$ cat config.mk
export PLATFORM = sky130hd
export DESIGN_NAME = id_ex_pipe_reg
export DESIGN_NICKNAME = d
export VERILOG_FILES = /design/src/rtl/id_ex_pipe_reg.sv
export SDC_FILE = /design/constraint.sdc
export NUM_CORES = 1
export LEC_CHECK = 0
export CAP_MARGIN = 20
export CELL_PAD_IN_SITES_DETAIL_PLACEMENT = 0
export CELL_PAD_IN_SITES_GLOBAL_PLACEMENT = 1
export CORE_AREA = 3 3 185 187
export CTS_BUF_LIST = sky130_fd_sc_hd__clkbuf_4 sky130_fd_sc_hd__clkbuf_8 sky130_fd_sc_hd__clkbuf_16
export CTS_CLUSTER_DIAMETER = 120
export CTS_CLUSTER_SIZE = 12
export DETAILED_ROUTE_END_ITERATION = 16
export DIE_AREA = 0 0 188 190
export PLACE_DENSITY_LB_ADDON = 0.1
export REMOVE_ABC_BUFFERS = 1
export SYNTH_ARGS = -nofsm -noshare
export SYNTH_HDL_FRONTEND = slang
export SYNTH_SLANG_ARGS = --single-unit
export TNS_END_PERCENT = 1
$ cat constraint.sdc
create_clock -name clk -period 2.3 [get_ports clk]
set_input_delay 0.23 -clock clk [delete_from_list [all_inputs] [get_ports clk]]
set_output_delay 0.23 -clock clk [all_outputs]
set_load 0.1 [all_outputs]
$ cat src/rtl/id_ex_pipe_reg.sv
// ID->EX pipeline register with built-in load-use hazard detection.
// Captures one decoded instruction per cycle. On a load-use dependency it
// holds IF/ID (hazard_stall) and drops a bubble into EX, counting bubbles.
module id_ex_pipe_reg #(
    parameter int DATA_W = 64,
    parameter int REG_AW = 5,
    parameter int CTRL_W = 8
) (
    input  logic              clk,
    input  logic              reset_n,
    input  logic              id_valid,
    input  logic [DATA_W-1:0] id_rd1,
    input  logic [DATA_W-1:0] id_rd2,
    input  logic [DATA_W-1:0] id_imm,
    input  logic [REG_AW-1:0] id_rn,
    input  logic [REG_AW-1:0] id_rm,
    input  logic [REG_AW-1:0] id_rd,
    input  logic [CTRL_W-1:0] id_ctrl,
    input  logic              id_alusrc,
    input  logic              id_regwrite,
    input  logic              id_memread,
    input  logic              flush,
    output logic              ex_valid,
    output logic [DATA_W-1:0] ex_rd1,
    output logic [DATA_W-1:0] ex_rd2,
    output logic [DATA_W-1:0] ex_imm,
    output logic [REG_AW-1:0] ex_rn,
    output logic [REG_AW-1:0] ex_rm,
    output logic [REG_AW-1:0] ex_rd,
    output logic [CTRL_W-1:0] ex_ctrl,
    output logic              ex_alusrc,
    output logic              ex_regwrite,
    output logic              ex_memread,
    output logic              hazard_stall,
    output logic [15:0]       bubble_cnt
);

    // Highest register index is the zero register: writes to it are discarded,
    // so a load targeting it can never feed a dependent instruction.
    localparam logic [REG_AW-1:0] XZR_IDX = {REG_AW{1'b1}};

    logic              valid_q,    valid_d;
    logic [DATA_W-1:0] rd1_q,      rd1_d;
    logic [DATA_W-1:0] rd2_q,      rd2_d;
    logic [DATA_W-1:0] imm_q,      imm_d;
    logic [REG_AW-1:0] rn_q,       rn_d;
    logic [REG_AW-1:0] rm_q,       rm_d;
    logic [REG_AW-1:0] rd_q,       rd_d;
    logic [CTRL_W-1:0] ctrl_q,     ctrl_d;
    logic              alusrc_q,   alusrc_d;
    logic              regwrite_q, regwrite_d;
    logic              memread_q,  memread_d;
    logic [15:0]       bcnt_q,     bcnt_d;

    logic rn_match;
    logic rm_match;
    logic hazard;

    // Load-use detect: a valid load in EX whose destination is read by the
    // instruction in ID. Rm only matters when operand B actually uses rd2.
    always_comb begin
        rn_match = (id_rn == rd_q);
        rm_match = (id_rm == rd_q) && !id_alusrc;
        hazard   = valid_q && memread_q && id_valid && (rd_q != XZR_IDX)
                   && (rn_match || rm_match);
    end

    // Next-state: flush beats hazard bubble beats a normal load from ID.
    // On a bubble the datapath fields are don't-care, so they simply hold.
    always_comb begin
        valid_d    = valid_q;
        rd1_d      = rd1_q;
        rd2_d      = rd2_q;
        imm_d      = imm_q;
        rn_d       = rn_q;
        rm_d       = rm_q;
        rd_d       = rd_q;
        ctrl_d     = ctrl_q;
        alusrc_d   = alusrc_q;
        regwrite_d = regwrite_q;
        memread_d  = memread_q;
        bcnt_d     = bcnt_q;
        if (flush) begin
            valid_d    = 1'b0;
            regwrite_d = 1'b0;
            memread_d  = 1'b0;
        end else if (hazard) begin
            valid_d    = 1'b0;
            regwrite_d = 1'b0;
            memread_d  = 1'b0;
            if (bcnt_q != 16'hFFFF) begin
                bcnt_d = bcnt_q + 16'd1;
            end
        end else begin
            valid_d    = id_valid;
            rd1_d      = id_rd1;
            rd2_d      = id_rd2;
            imm_d      = id_imm;
            rn_d       = id_rn;
            rm_d       = id_rm;
            rd_d       = id_rd;
            ctrl_d     = id_ctrl;
            alusrc_d   = id_alusrc;
            regwrite_d = id_regwrite && id_valid;
            memread_d  = id_memread && id_valid;
        end
    end

    // Pipeline register with asynchronous clear of every field.
    always_ff @(posedge clk or negedge reset_n) begin
        if (!reset_n) begin
            valid_q    <= 1'b0;
            rd1_q      <= '0;
            rd2_q      <= '0;
            imm_q      <= '0;
            rn_q       <= '0;
            rm_q       <= '0;
            rd_q       <= '0;
            ctrl_q     <= '0;
            alusrc_q   <= 1'b0;
            regwrite_q <= 1'b0;
            memread_q  <= 1'b0;
            bcnt_q     <= 16'd0;
        end else begin
            valid_q    <= valid_d;
            rd1_q      <= rd1_d;
            rd2_q      <= rd2_d;
            imm_q      <= imm_d;
            rn_q       <= rn_d;
            rm_q       <= rm_d;
            rd_q       <= rd_d;
            ctrl_q     <= ctrl_d;
            alusrc_q   <= alusrc_d;
            regwrite_q <= regwrite_d;
            memread_q  <= memread_d;
            bcnt_q     <= bcnt_d;
        end
    end

    assign ex_valid     = valid_q;
    assign ex_rd1       = rd1_q;
    assign ex_rd2       = rd2_q;
    assign ex_imm       = imm_q;
    assign ex_rn        = rn_q;
    assign ex_rm        = rm_q;
    assign ex_rd        = rd_q;
    assign ex_ctrl      = ctrl_q;
    assign ex_alusrc    = alusrc_q;
    assign ex_regwrite  = regwrite_q;
    assign ex_memread   = memread_q;
    assign hazard_stall = hazard;
    assign bubble_cnt   = bcnt_q;

endmodule

# Yosys cells after proc, flatten, opt, wreduce, memory -nomap -nowiden
# Cells that the tools add are included.
# op_classes
n_eq_ne	4
add_sub_neg	1
mux	6
bitwise	2
n_reduce_logical	11
# op_table
op	n
$add 16x1->16 const B	1
$ne 16x16->1 const B	1
$eq 5x5->1	2
$logic_and 1x1->1	7
$mux 1	6
$ne 5x5->1 const B	1
$reduce_and 3->1	1
$not 1->1	2
$reduce_and 2->1	1
$logic_not 1->1	1
$logic_or 1x1->1	1
# word_totals
output_inout_bits	236
ff_bits	235
wordCells	36
in_bits	222

# Longest topological paths before layout
# Gate-level depths: netlist (run 1).
# depth
ltp_word	6
ltp_mapped	7
depth_no_buf	6

# Least setup slack after synthesis (run 1)
# Ideal clock, no wire load.
# synth_timing
path_type	flip-flop to output port
start	register rd_q[4], in the netlist ex_rd[4]
end	output port hazard_stall
t_arrival_ns	2.785
path_stages_with_launch	6
path_buffers	1
required_ns	2.070
path_slack_ns	-0.715
path_cell_list	dfrtp_1 xnor2_1 nand4_1 o32ai_4 clkbuf_1 and2_1
# synth_between
elab_chain_cells	4
word_cells_on_any_way	7
cone_classes	3 x eq/ne; 4 x reduce/logical
# synth_lines
item	line	rtl
start: declaration	48	logic [REG_AW-1:0] rd_q, rd_d;
start signal: assignment	131	rd_q <= rd_d;
$eq 5x5->1	63	rm_match = (id_rm == rd_q) && !id_alusrc;
$logic_and 1x1->1	63	
$logic_or 1x1->1	65	&& (rn_match || rm_match);
$logic_and 1x1->1 (*)	65	
end: declaration	34	output logic hazard_stall,
# Mark *: on every way between the ends. The rest lies on a longest branch, timed or not.

# Worst setup path in the final report (run 1)
# layout_timing
start	register rd_q[0], in the netlist ex_rd[0]
end	output port hazard_stall
# Same word-level chain as after synthesis.

==> results of run 1 <==
==> how the worst min path moves through the flow <==
| stage | from | end | slack, ns | cells after the start |
|---|---|---|---|---|
| after floorplan | reset_n | bubble_cnt[0] | -0.07 | 0 |
| after global placement | reset_n | ex_rd1[4] | 0.17 | 1 |
| after detailed placement | reset_n | ex_rd1[4] | 0.18 | 1 |
| after CTS | reset_n | ex_rd2[36] | 0.23 | 2 |
| after global routing | reset_n | ex_rd2[36] | 0.27 | 2 |
| final | reset_n | ex_rd2[36] | 0.25 | 2 |
==> through the flow <==
stage          worst slack [ns]  area (um2)  instances
3_3_place_gp             -0.201       13900       1463
6_report                0.00494       14600       1496
3_5_place_dp             -0.255       13900       1463
4_1_cts                 -0.0595       14600       1493
2_1_floorplan             -6.60        8880        529
5_1_grt                 -0.0899       14600       1496
==> power groups by stage <==
stage / clock (mW) / sequential (mW) / combinational (mW)
4_1_cts: 3.46 / 4.72 / 4.73
6_report: 3.28 / 4.72 / 4.69
3_3_place_gp: 0 / 4.78 / 4.69
3_5_place_dp: 0 / 4.79 / 4.70
5_1_grt: 3.58 / 4.77 / 4.84
2_1_floorplan: 0 / 7.63 / 0.436
==> cell type report <==
type,count,area share
Multi-Input combinational cell,294,0.209
Timing Repair Buffer,499,0.311
Tap cell,442,0.0378
Sequential cell,235,0.402
Clock buffer,23,0.0393
Clock inverter,1,0.000513
Antenna cell,2,0.000342
==> timing repair <==
item                                    CTS  global route
gates resized for setup                  12             8
hold buffers                              1             0
buffers inserted                          4             0
endpoints found under the setup margin   22            92
pin swaps                                 6             2
hold endpoints to repair                 42             0
gates cloned                              2             1
==> sequential cells by signal (all words and copies together), names as in the netlist <==
register and cells:
ex_alusrc 1, ex_rd 5, ex_rn 5, ex_rd2 64
ex_rd1 64, ex_regwrite 1, bubble_cnt 16, ex_ctrl 8
ex_memread 1, ex_rm 5, ex_valid 1, ex_imm 64
==> cells in the mapped netlist (2+ instances only) <==
| cell type | count | area, um2 |
|---|---|---|
| mux2_1 | 207 | 2330 |
| nand4_1 | 11 | 68.8 |
| nand2_1 | 3 | 11.3 |
| and2_1 | 3 | 18.8 |
| clkbuf_1 | 2 | 7.51 |
| nor4b_1 | 2 | 17.5 |
| dfrtp_1 | 235 | 5880 |
| nor3_1 | 2 | 10.0 |
| nand3_1 | 13 | 65.1 |
| buf_4 | 3 | 22.5 |
| and3_1 | 8 | 50.1 |
| xnor2_1 | 24 | 210 |
| nor2_1 | 2 | 7.51 |
| buf_6 | 20 | 225 |
| mux2_2 | 10 | 113 |
==> logic make-up after synthesis <==
kind of cell,count (synthesis)
XOR/XNOR,25
adder cells (fa/ha/maj),1
AND/OR/NAND/NOR,48
multiplexers,217
flip-flops,235
buffers and inverters,26
AO/OA/AOI/OAI,3
==> per-layer routing <==
metal | vias up | part of all wire | GRT usage
met1 | 3184 | 0.38 | 0.181
met5 | - | 0.00044 | 0
met4 | 2 | 0.028 | 0.0473
li1 | 2951 | - | -
met2 | 279 | 0.51 | 0.288
met3 | 43 | 0.082 | 0.0534
==> flow_summary_export.csv, run 1 <==
group,metric,value,unit
pwr,power.total,12.7,mW
global_routing,grt_pass1_vias,7038,
logic_synthesis,netlist_instances,555,
logic_synthesis,synth_top_family_by_area,"multiplexers",
sta,setup_tns,0,ns
setup_path,critical_path.startpoint,"ex_rd[0]",
hold_path,hold_class,"input port to asynchronous set/reset pin",
placement,gp_congestion,0.745,
sta,fin_crit_sh,0.998,
job,maxCapViolCount,0,
logic_synthesis,synth_compound_area_frac,0.00465,
setup_path,cp-endpoint,"hazard_stall",
detailed_routing,vias_per_cell,4.32,
setup_path,critPathRequiredTime,2.07,ns
layout,area_delta_synth_final,60.1,%
sta,fin_crit,2.30,ns
sta,tightestPinTransition,0.429,ns
sta,finalMaxSlewViolations,0,
clocking,clock-sinks,235,
pwr,peakVddDrop,0.500,mV
layout,nets,1276,
logic_synthesis,synth_flop_cell,"dfrtp_1",
setup_path,path_cells,"xnor2_1, nand4_1, o32ai_4, buf_6, and2_4, buf_12",
clocking,numCtsBuffers,23,
global_routing,antenna_found_initial,3,
detailed_routing,ant_nets,0,
clocking,cts_tree,"yes",
floorplan,die_w,188,um
logic_synthesis,synth_xor_area_frac,0.0239,
global_routing,grt_pass1_wl,44400,um
placement,port_buffers,457,
layout,n_fill_cell,3060,
floorplan,coreArea,32600,um2
setup_path,start_kind,"register",
detailed_routing,drc,0,
setup_path,r2r_end,"ex_imm[14]",
setup_path,cp_top_family,"flip-flops",
sta,relSlewSlack,0.713,
detailed_routing,route.vias.total,6459,
global_routing,grt.total_usage,0.160,
detailed_routing,wl,29500,um
sta,rsz0062_at_grt,"yes",
clocking,ctsRootBufferMaster,"clkbuf_16",
logic_synthesis,muxShareOfSynthArea,0.267,
layout,final_util,0.449,
setup_path,critPathSlowestCell,"dfrtp_2",
pwr,p_seq_frac,0.372,
layout,final_common_cell,"buf_4",
floorplan,start_util,0.280,
logic_synthesis,ys_async_sr_fraction,1.00,
logic_synthesis,syn_area_per_cell,16.5,um2
sta,hold_violations,0,
setup_path,rr_startpoint,"ex_rd[0]",
status,outcome,"finished clean",
logic_synthesis,synth_adder_area_share,0.00137,
floorplan,die-area,35700,um2
logic_synthesis,synth_area,9140,um2
sta,fmax,0.436,GHz
floorplan,die_h,190,um
setup_path,r2r_cells,9,
detailed_routing,drtIter0Drc,193,
layout,drive_above_1_share,0.309,
pwr,switchingPower,5.23,mW
floorplan,ios,458,
layout,final_cell_mix,"buf_4 (258), dfrtp_1 (233), clkdlybuf4s50_1 (220), mux2_1 (203), clkbuf_16 (24)",
logic_synthesis,yosys_register_bits,235,
sta,setup_viol,0,
layout,seq_area,5880,um2
global_routing,grt_max_degree,63,
setup_path,crit_buf_inv,2,
setup_path,cp.arrival,2.07,ns
sta,whs,0.250,ns
logic_synthesis,ys_seq_area_frac,0.643,
detailed_routing,drt_pass1_iterations,4,
global_routing,grt_overflow,0,
sta,finalClockSkew,0.0113,ns
setup_path,critPathCaptureType,"output pin",
clocking,clockBufferDepth,3,
layout,multi_input_area,3060,um2
pwr,p_leak,6.44,nW
pwr,p_clk_frac,0.258,
setup_path,critPathKind,"register to output pin",
logic_synthesis,synth_warnings,0,
clocking,htree_levels,1,
setup_path,path_max_fanout,4,
placement,post-dp-hpwl,22300,um
setup_path,r2r_slack,0.05,ns
floorplan,num_rows,66,
logic_synthesis,ys_types,25,
pwr,power_frac_comb,0.370,
pwr,sw_frac_of_total,0.412,
setup_path,critPathMaxStageDelay,0.45,ns
logic_synthesis,synthSimpleGateAreaFrac,0.0312,
logic_synthesis,synth_edf_count,0,
clocking,insertion_delay,0.50,ns
clocking,clk_pin_slew,0.06,ns
detailed_routing,wire_per_inst,19.7,um
pwr,pwr_density_cell,867,nW/um2
setup_path,cp.depth,6,
pwr,internal_power,7.46,mW
No activity file was read; power rests on OpenSTA's default activity.
==> run 2, diff against run 1 <==
--- a/config.mk
+++ b/config.mk
@@ -8,12 +8,12 @@
 export CAP_MARGIN = 20
 export CELL_PAD_IN_SITES_DETAIL_PLACEMENT = 0
 export CELL_PAD_IN_SITES_GLOBAL_PLACEMENT = 1
-export CORE_AREA = 3 3 185 187
+export CORE_AREA = 3 3 260 134
 export CTS_BUF_LIST = sky130_fd_sc_hd__clkbuf_4 sky130_fd_sc_hd__clkbuf_8 sky130_fd_sc_hd__clkbuf_16
 export CTS_CLUSTER_DIAMETER = 120
 export CTS_CLUSTER_SIZE = 12
 export DETAILED_ROUTE_END_ITERATION = 16
-export DIE_AREA = 0 0 188 190
+export DIE_AREA = 0 0 263 137
 export PLACE_DENSITY_LB_ADDON = 0.1
 export REMOVE_ABC_BUFFERS = 1
 export SYNTH_ARGS = -nofsm -noshare
==> flow_summary_export.csv, run 2 (synthesis results as in run 1) <==
group,metric,value,unit
floorplan,die-area,36000,um2
clocking,clk_pin_slew,0.06,ns
clocking,insertion_delay,0.51,ns
clocking,cts_tree,"yes",
global_routing,groute.layer.met1.usage,0.165,
setup_path,path_cells,"buf_4, xnor2_1, nand3_1, o32ai_4, buf_4, a21oi_4, buf_12, buf_12, mux2_1",
setup_path,critPathCaptureType,"register",
sta,finalMaxSlewViolations,0,
pwr,sw_frac_of_total,0.413,
sta,fmax,0.453,GHz
detailed_routing,route.vias.total,6376,
detailed_routing,wire_per_inst,19.3,um
global_routing,met3_usage,0.0368,
placement,place_ws,-0.127,ns
setup_path,critPathKind,"register to register",
global_routing,antenna_found_initial,1,
floorplan,ios,458,
global_routing,grt_overflow,0,
pwr,peakVddDrop,0.441,mV
job,maxCapViolCount,0,
layout,final_cell_mix,"buf_4 (252), dfrtp_1 (232), clkdlybuf4s50_1 (220), mux2_1 (207), clkbuf_16 (23)",
sta,finalClockSkew,0.00704,ns
placement,post-dp-hpwl,22500,um
floorplan,num_rows,47,
layout,nets,1268,
global_routing,grt_pass1_wl,42600,um
pwr,power.total,12.7,mW
layout,final_common_cell,"buf_4",
layout,area_delta_synth_final,58.0,%
sta,relSlewSlack,0.618,
sta,fin_crit,2.21,ns
sta,rsz0062_at_grt,"yes",
global_routing,top_usage_layer,"met2",
pwr,p_seq_frac,0.373,
pwr,p_clk_frac,0.260,
floorplan,coreArea,32800,um2
clocking,clockBufferDepth,3,
placement,gp_congestion,0.788,
sta,fin_crit_sh,0.960,
detailed_routing,drt_pass1_iterations,4,
pwr,p_leak,6.35,nW
clocking,ctsRootBufferMaster,"clkbuf_16",
detailed_routing,vias_per_cell,4.29,
sta,tightestPinTransition,0.573,ns
pwr,switchingPower,5.23,mW
clocking,htree_levels,1,
pwr,pwr_density_cell,876,nW/um2
setup_path,start_kind,"register",
global_routing,grt_pass1_vias,6909,
detailed_routing,drtIter0Drc,185,
detailed_routing,drc,0,
detailed_routing,wl,28700,um
setup_path,path_max_fanout,38,
status,outcome,"finished clean",
sta,fin_ws,0.0913,ns
detailed_routing,ant_nets,0,
setup_path,critPathRequiredTime,2.68,ns
setup_path,cp.arrival,2.59,ns
hold_path,hold_class,"input port to asynchronous set/reset pin",
layout,drive_above_1_share,0.300,
placement,port_buffers,457,
pwr,power_frac_comb,0.367,
global_routing,grt.total_usage,0.153,
pwr,internal_power,7.43,mW
clocking,clock-sinks,235,
setup_path,critPathSlowestCell,"dfrtp_1",
floorplan,start_util,0.279,
floorplan,die_h,137,um
clocking,numCtsBuffers,23,
floorplan,die_w,263,um
global_routing,met2_usage,0.303,
layout,n_fill_cell,3049,
global_routing,grt_max_degree,69,
setup_path,critPathMaxStageDelay,0.38,ns
sta,hold_violations,0,
sta,setup_viol,0,
[run 2: cell type report]
class                   count  area (um2)  area share
flip-flops and latches    235        5880       0.407
repair buffers            491        4400       0.304
well taps                 441         552      0.0382
clock inverters             1        7.51    0.000520
clock buffers              23         576      0.0398
multi-input cells         294        3030       0.210
diodes                      1        2.50    0.000173
[run 2: timing repair]
action,in CTS,in global routing
hold buffers,1,0
gates resized for setup,7,6
endpoints found under the setup margin,1,144
pin swaps,4,0
endpoints found under the hold margin,61,0
setup buffers,3,0
[run 2: worst paths after layout]
path	slack [ns]	endpoint	cells after the start	start
min in group clk	0.31	ex_regwrite	2	id_regwrite
worst max-delay path	0.09	ex_rd2[32]	9	ex_rd[4]
worst min register to register	0.48	ex_rd1[43]	1	ex_rd1[43]
worst max register to register	0.09	ex_rd2[32]	9	ex_rd[4]
max in group asynchronous	1.29	ex_rd[0]	3	reset_n
worst min-delay path	0.27	ex_rd1[4]	2	reset_n
[run 2: per-stage QoR]
step / TNS [ns] / std cells / instance area, um2 / utilization / hold WS [ns]
after floorplan: -1388.55 / 529 / 8880 / - / -0.0656
after global placement: -8.88 / 1457 / 13800 / 0.420 / 0.244
after detailed placement: -13.87 / 1457 / 13800 / 0.420 / 0.242
after CTS: 0 / 1485 / 14400 / 0.440 / 0.275
after global routing: -0.372 / 1486 / 14400 / 0.440 / 0.284
final: 0 / 1486 / 14400 / 0.440 / 0.272
[run 2: routing by layer]
layer	wire length [um]	part of all wire
met3	1300	0.045
met2	16600	0.58
met1	10200	0.36
met5	0	0
met4	587	0.020
[run 2: power by group through the flow]
stage          Clock (mW)  Sequential, mW  Combinational [mW]
2_1_floorplan           0            7.63               0.436
3_3_place_gp            0            4.79                4.65
3_5_place_dp            0            4.80                4.67
4_1_cts              3.48            4.73                4.69
5_1_grt              3.62            4.77                4.78
6_report             3.29            4.72                4.64
[run 2: critical path: cells and delay by family, from the launching register on]
| kind | cells | cell delay, ns |
|---|---|---|
| multiplexers | 1 | 0.33 |
| XOR/XNOR | 1 | 0.11 |
| buffers and inverters | 4 | 0.77 |
| flip-flops | 1 | 0.38 |
| AO/OA/AOI/OAI | 2 | 0.34 |
| AND/OR/NAND/NOR | 1 | 0.12 |
